$ cat src/rtl/tristate_grant_seq_pkg.sv
// rtl/tristate_grant_seq_pkg.sv - shared types and constants for the tri-state grant sequencer
package tristate_grant_seq_pkg;

    typedef enum logic [1:0] {
        ST_IDLE  = 2'd0,
        ST_GUARD = 2'd1,
        ST_GRANT = 2'd2
    } state_t;

    localparam int GUARD_DEFAULT = 1;
    localparam int CNT_W         = 4;

    // Index width for n sources, never narrower than one bit.
    function automatic int clog2_min1(input int n);
        int w;
        w = 0;
        for (int i = 0; i < 31; i++) begin
            if ((1 << i) < n) begin
                w = i + 1;
            end
        end
        return (w < 1) ? 1 : w;
    endfunction

endpackage

$ cat src/rtl/tristate_grant_seq_rr_pick.sv
// rtl/tristate_grant_seq_rr_pick.sv - combinational round-robin search starting after ptr
module rr_pick
    import tristate_grant_seq_pkg::*;
#(
    parameter int N = 3,
    localparam int IW = clog2_min1(N)
) (
    input  logic [N-1:0]  req,
    input  logic [IW-1:0] ptr,
    output logic          found,
    output logic [IW-1:0] idx
);

    logic [IW-1:0] cand;

    // Walk from the lowest priority (ptr itself) up to ptr+1 so the last hit wins.
    always_comb begin
        found = 1'b0;
        idx   = '0;
        cand  = '0;
        for (int k = N; k >= 1; k--) begin
            cand = IW'((int'(ptr) + k) % N);
            if (req[cand]) begin
                found = 1'b1;
                idx   = cand;
            end
        end
    end

endmodule

$ cat src/rtl/tristate_grant_seq.sv
// rtl/tristate_grant_seq.sv - request-aware round-robin tri-state enable sequencer with guard gaps
module tristate_grant_seq
    import tristate_grant_seq_pkg::*;
#(
    parameter int N     = 3,
    parameter int GUARD = GUARD_DEFAULT,
    localparam int IW   = clog2_min1(N)
) (
    input  logic          clk,
    input  logic          rstn,
    input  logic          tick,
    input  logic [N-1:0]  req,
    output logic [N-1:0]  en,
    output logic          gnt_valid,
    output logic [IW-1:0] gnt_idx
);

    localparam logic [CNT_W-1:0] GUARD_LOAD = (GUARD > 0) ? CNT_W'(GUARD - 1) : '0;

    state_t            state, state_n;
    logic [IW-1:0]     sel, sel_n;
    logic [IW-1:0]     ptr, ptr_n;
    logic [CNT_W-1:0]  cnt, cnt_n;
    logic [N-1:0]      en_n;
    logic              valid_n;
    logic [IW-1:0]     idx_n;
    logic              pick_found;
    logic [IW-1:0]     pick_idx;

    function automatic logic [N-1:0] onehot(input logic [IW-1:0] i);
        return N'(1) << i;
    endfunction

    rr_pick #(.N(N)) u_pick (
        .req   (req),
        .ptr   (ptr),
        .found (pick_found),
        .idx   (pick_idx)
    );

    always_comb begin
        state_n = state;
        sel_n   = sel;
        ptr_n   = ptr;
        cnt_n   = cnt;
        en_n    = en;
        valid_n = gnt_valid;
        idx_n   = gnt_idx;
        case (state)
            ST_IDLE: begin
                en_n    = '0;
                valid_n = 1'b0;
                if (tick && pick_found) begin
                    sel_n = pick_idx;
                    if (GUARD > 0) begin
                        state_n = ST_GUARD;
                        cnt_n   = GUARD_LOAD;
                    end else begin
                        state_n = ST_GRANT;
                        en_n    = onehot(pick_idx);
                        valid_n = 1'b1;
                        idx_n   = pick_idx;
                        ptr_n   = pick_idx;
                    end
                end
            end
            ST_GUARD: begin
                en_n    = '0;
                valid_n = 1'b0;
                // A withdrawn request cancels the pending grant; ticks are ignored here.
                if (!req[sel]) begin
                    state_n = ST_IDLE;
                end else if (cnt == '0) begin
                    state_n = ST_GRANT;
                    en_n    = onehot(sel);
                    valid_n = 1'b1;
                    idx_n   = sel;
                    ptr_n   = sel;
                end else begin
                    cnt_n = cnt - 1'b1;
                end
            end
            ST_GRANT: begin
                if (tick) begin
                    en_n    = '0;
                    valid_n = 1'b0;
                    if (pick_found) begin
                        sel_n = pick_idx;
                        if (GUARD > 0) begin
                            state_n = ST_GUARD;
                            cnt_n   = GUARD_LOAD;
                        end else begin
                            en_n    = onehot(pick_idx);
                            valid_n = 1'b1;
                            idx_n   = pick_idx;
                            ptr_n   = pick_idx;
                        end
                    end else begin
                        state_n = ST_IDLE;
                    end
                end else if (!req[sel]) begin
                    en_n    = '0;
                    valid_n = 1'b0;
                    state_n = ST_IDLE;
                end
            end
            default: begin
                state_n = ST_IDLE;
                en_n    = '0;
                valid_n = 1'b0;
            end
        endcase
    end

    always_ff @(posedge clk) begin
        if (!rstn) begin
            state     <= ST_IDLE;
            sel       <= '0;
            ptr       <= IW'(N - 1);
            cnt       <= '0;
            en        <= '0;
            gnt_valid <= 1'b0;
            gnt_idx   <= '0;
        end else begin
            state     <= state_n;
            sel       <= sel_n;
            ptr       <= ptr_n;
            cnt       <= cnt_n;
            en        <= en_n;
            gnt_valid <= valid_n;
            gnt_idx   <= idx_n;
        end
    end

endmodule
$ cat config.mk
export PLATFORM = sky130hd
export DESIGN_NAME = tristate_grant_seq
export DESIGN_NICKNAME = d
export VERILOG_FILES = /design/src/rtl/tristate_grant_seq_pkg.sv /design/src/rtl/tristate_grant_seq_rr_pick.sv /design/src/rtl/tristate_grant_seq.sv
export SDC_FILE = /design/constraint.sdc
export NUM_CORES = 1
export LEC_CHECK = 0
export ABC_AREA = 1
export ABC_CLOCK_PERIOD_IN_PS = 2300
export CAP_MARGIN = 20
export CORE_UTILIZATION = 53
export CTS_CLUSTER_DIAMETER = 120
export CTS_CLUSTER_SIZE = 8
export DETAILED_ROUTE_END_ITERATION = 12
export PLACE_DENSITY = 0.86
export SLEW_MARGIN = 20
export SYNTH_ARGS = -nofsm -noshare
export SYNTH_HDL_FRONTEND = slang
export SYNTH_SLANG_ARGS = --single-unit
$ cat constraint.sdc
create_clock -name clk -period 2.3 [get_ports clk]
set_clock_uncertainty 0.15 [all_clocks]
set_input_delay 0.345 -clock clk [delete_from_list [all_inputs] [get_ports clk]]
set_output_delay 0.345 -clock clk [all_outputs]
set_load 0.05 [all_outputs]
==> results.sh <==
export IMPL_final_util_pct=67.1
export IMPL_layout_drive_gt1_share_pct=13.3
export IMPL_post_synth_cell_area_avg_sq_um=6.60
export IMPL_hold_viol_final=0
export IMPL_cpPeakStageDelay_ns=0.38
export IMPL_synthTopCellsByArea="dfxtp_1, nand2_1, a21oi_1"
export IMPL_htreeDepth=1
export IMPL_wl_per_cell_um=10.3
export IMPL_cp_cell_sequence="inv_1, ha_1, nand2_1, nor2_1, a21oi_1, nand3_2, nand2_4, nand2_4, nand2_1, nand2_1, nor2_1"
export IMPL_viasPerCell=5.16
export IMPL_hold_depth=2
export IMPL_top_level_ports=12
export IMPL_grt_overflow=0
export IMPL_final_cells=166
export IMPL_finalCritPeriodShare_pct=86.7
export IMPL_grt_use_total_pct=21.5
export IMPL_leakagePower_nw=0.490
export IMPL_rsz0062_at_grt="no"
export IMPL_use_met1_pct=27.6
export IMPL_endpoint_kind="flop"
export IMPL_p_clk_share_pct=24.8
export IMPL_peakVddDrop_v=0.000435
export IMPL_post_cts_buffers=0
export IMPL_cts_inserted_buffers=3
export IMPL_finalPower_mw=0.611
export IMPL_worstSkewPairLatency_ns=0.28
export IMPL_die_w_um=43.3
export IMPL_floorplan_die_area_sq_um=1880
export IMPL_slew_violations=0
export IMPL_gp_congestion=0.988
export IMPL_final_common_cell="nand2_1"
export IMPL_ctsHoldBuffers=0
export IMPL_vias=856
export IMPL_seq_power_share_pct=47.9
export IMPL_n_antenna_cell=0
export IMPL_crit_path_start_kind="flop"
export IMPL_cts_root_buf="clkbuf_4"
export IMPL_slowest_stage="dfxtp_1"
export IMPL_crit_type="flop to flop"
export IMPL_grt_util_met3_pct=6.38
export IMPL_yosys_warnings=0
export IMPL_power_density_nw_per_um2=590
export IMPL_grt_pass1_vias=749
export IMPL_drt_iter0_drc=33
export IMPL_synth_largest_area_cell="dfxtp_1"
export IMPL_die_h_um=43.3
export IMPL_nets=161
export IMPL_status="finished, final reports clean"
export IMPL_regArea_sq_um=300
export IMPL_r2r_cells=11
export IMPL_path_common_cell="nand2_1"
export IMPL_r2r_slack_ns=0.31
export IMPL_cts_resized=0
export IMPL_maxSlewHeadroom_pct=67.2
export IMPL_place_hpwl_um=1340
export IMPL_design_area_sq_um=1030
export IMPL_io_buffers=11
export IMPL_cts_tree="done"
export IMPL_syn_to_final_growth_pct=14.4
export IMPL_critical_path_arrival_ns=2.07
export IMPL_finalSetupTns_ns=0
export IMPL_dr_pass1_iters=4
export IMPL_clock_sinks=15
export IMPL_routed_wl_um=1720
export IMPL_grt_max_degree=10
export IMPL_clk_path_buf_depth=2
export IMPL_hold_class="flop to flop"
export IMPL_grt_busiest_layer="met2"
export IMPL_syn_nets=147
export IMPL_cap_violations=0
export IMPL_final_cell_mix="nand2_1, inv_1, dfxtp_1"
export IMPL_comb_power_share_pct=27.3
export IMPL_ant_nets=0
export IMPL_mappedNetlistArea_sq_um=905
export IMPL_setup_viol=0
export IMPL_start_util_pct=58.7
export IMPL_synth_cell_types=20
export IMPL_synth_top_cell_area_share_pct=33.2
export IMPL_dp_cells=162
export IMPL_p_sw_share_pct=33.3
export IMPL_antenna_found_initial=0
export IMPL_worstPathMaxFanout=9
export IMPL_syn_inst=137
export IMPL_yosysSeqAreaShare_pct=33.2
export IMPL_ys_ff_latch=15
export IMPL_rows=14
export IMPL_placed_area_sq_um=1010
export IMPL_worstMarginPinSlew_ns=0.491
export IMPL_drc=0
export IMPL_grt_util_met2_pct=35.8
export IMPL_p_int_mw=0.407
export IMPL_fp_coreArea_sq_um=1540
export IMPL_crit_required_ns=2.38
export IMPL_nFillCells=142
export IMPL_clk_pin_slew_worst_paths_ns=0.09
export IMPL_power_switching_mw=0.203
export IMPL_multiInputGateArea_sq_um=498
export IMPL_grt_pass1_wl_um=3050
export IMPL_fmax_mhz=502
export IMPL_min_period_ns=1.99
## cells by family (layout without fill, tap and decap cells)
kind of cell | Yosys count | after routing | share of synthesized area (%)
and+or+nand+nor | 77 | 77 | 38.9
AOI/OAI and AO/OA | 18 | 18 | 10.7
adders and majority gates | 4 | 4 | 5.53
buffers and inverters | 23 | 36 | 11.8
DFF | 15 | 15 | 33.2
## metrics by stage
stage	hold slack, ns	setup slack [ns]
2_1_floorplan	0.320	0.551
3_3_place_gp	0.297	0.385
3_5_place_dp	0.302	0.319
4_1_cts	0.315	0.305
5_1_grt	0.333	0.138
6_report	0.310	0.307
## final timing paths
path                                 from                       to
setup / recovery  gnt_idx[0]$_SDFFE_PN0P_      cnt[2]$_SDFFE_PN0P_
hold reg to reg   gnt_idx[1]$_SDFFE_PN0P_  gnt_idx[1]$_SDFFE_PN0P_
hold / removal    gnt_idx[1]$_SDFFE_PN0P_  gnt_idx[1]$_SDFFE_PN0P_
setup reg to reg  gnt_idx[0]$_SDFFE_PN0P_      cnt[2]$_SDFFE_PN0P_
## cells in the mapped netlist
cell type and n:
a21oi_2 1, or2_1 1, nand2_1 35, a21oi_1 14, buf_12 1, nand3_1 13
dfxtp_1 15, buf_4 1, nand2_4 2, inv_1 16, nand2_2 3, nor2_1 14
o21ai_0 2, ha_1 4, nor3_1 4, nor2_2 3, nand3_2 1, inv_2 5
or2_2 1, o211ai_1 1
## cell type report
cell class | instances | share of cell area (%)
clock buffers | 3 | 2.18
inverters | 21 | 7.62
well taps | 16 | 1.93
clock inverters | 1 | 0.484
flip-flops and latches | 15 | 29.0
multi-input cells | 99 | 48.1
repair buffers | 11 | 10.6
## power groups by stage
stage | logic [mW] | registers [mW] | clock network, mW
2_1_floorplan | 0.128 | 0.301 | 0
3_3_place_gp | 0.161 | 0.297 | 0
3_5_place_dp | 0.166 | 0.298 | 0
4_1_cts | 0.167 | 0.292 | 0.161
5_1_grt | 0.193 | 0.295 | 0.169
6_report | 0.167 | 0.292 | 0.152
## sequential cells by signal, indices dropped and copies added (netlist names)
register   count
ptr            1
en             3
gnt_valid      1
state          2
gnt_idx        2
sel            2
cnt            4
## critical path, delay by kind of cell, from the launching register on
| kind | cells | cell delay [ns] |
|---|---|---|
| AOI/OAI and AO/OA | 1 | 0.25 |
| adders and majority gates | 1 | 0.37 |
| DFF | 1 | 0.38 |
| and+or+nand+nor | 8 | 0.70 |
| buffers and inverters | 1 | 0.07 |
## metal layers
| layer | wire, um | up-vias |
|---|---|---|
| met1 | 849 | 376 |
| met3 | 80 | 0 |
| met4 | 0 | 0 |
| met5 | 0 | - |
| li1 | - | 456 |
| met2 | 788 | 24 |
Note: power is estimated with default switching activity, not from simulation.
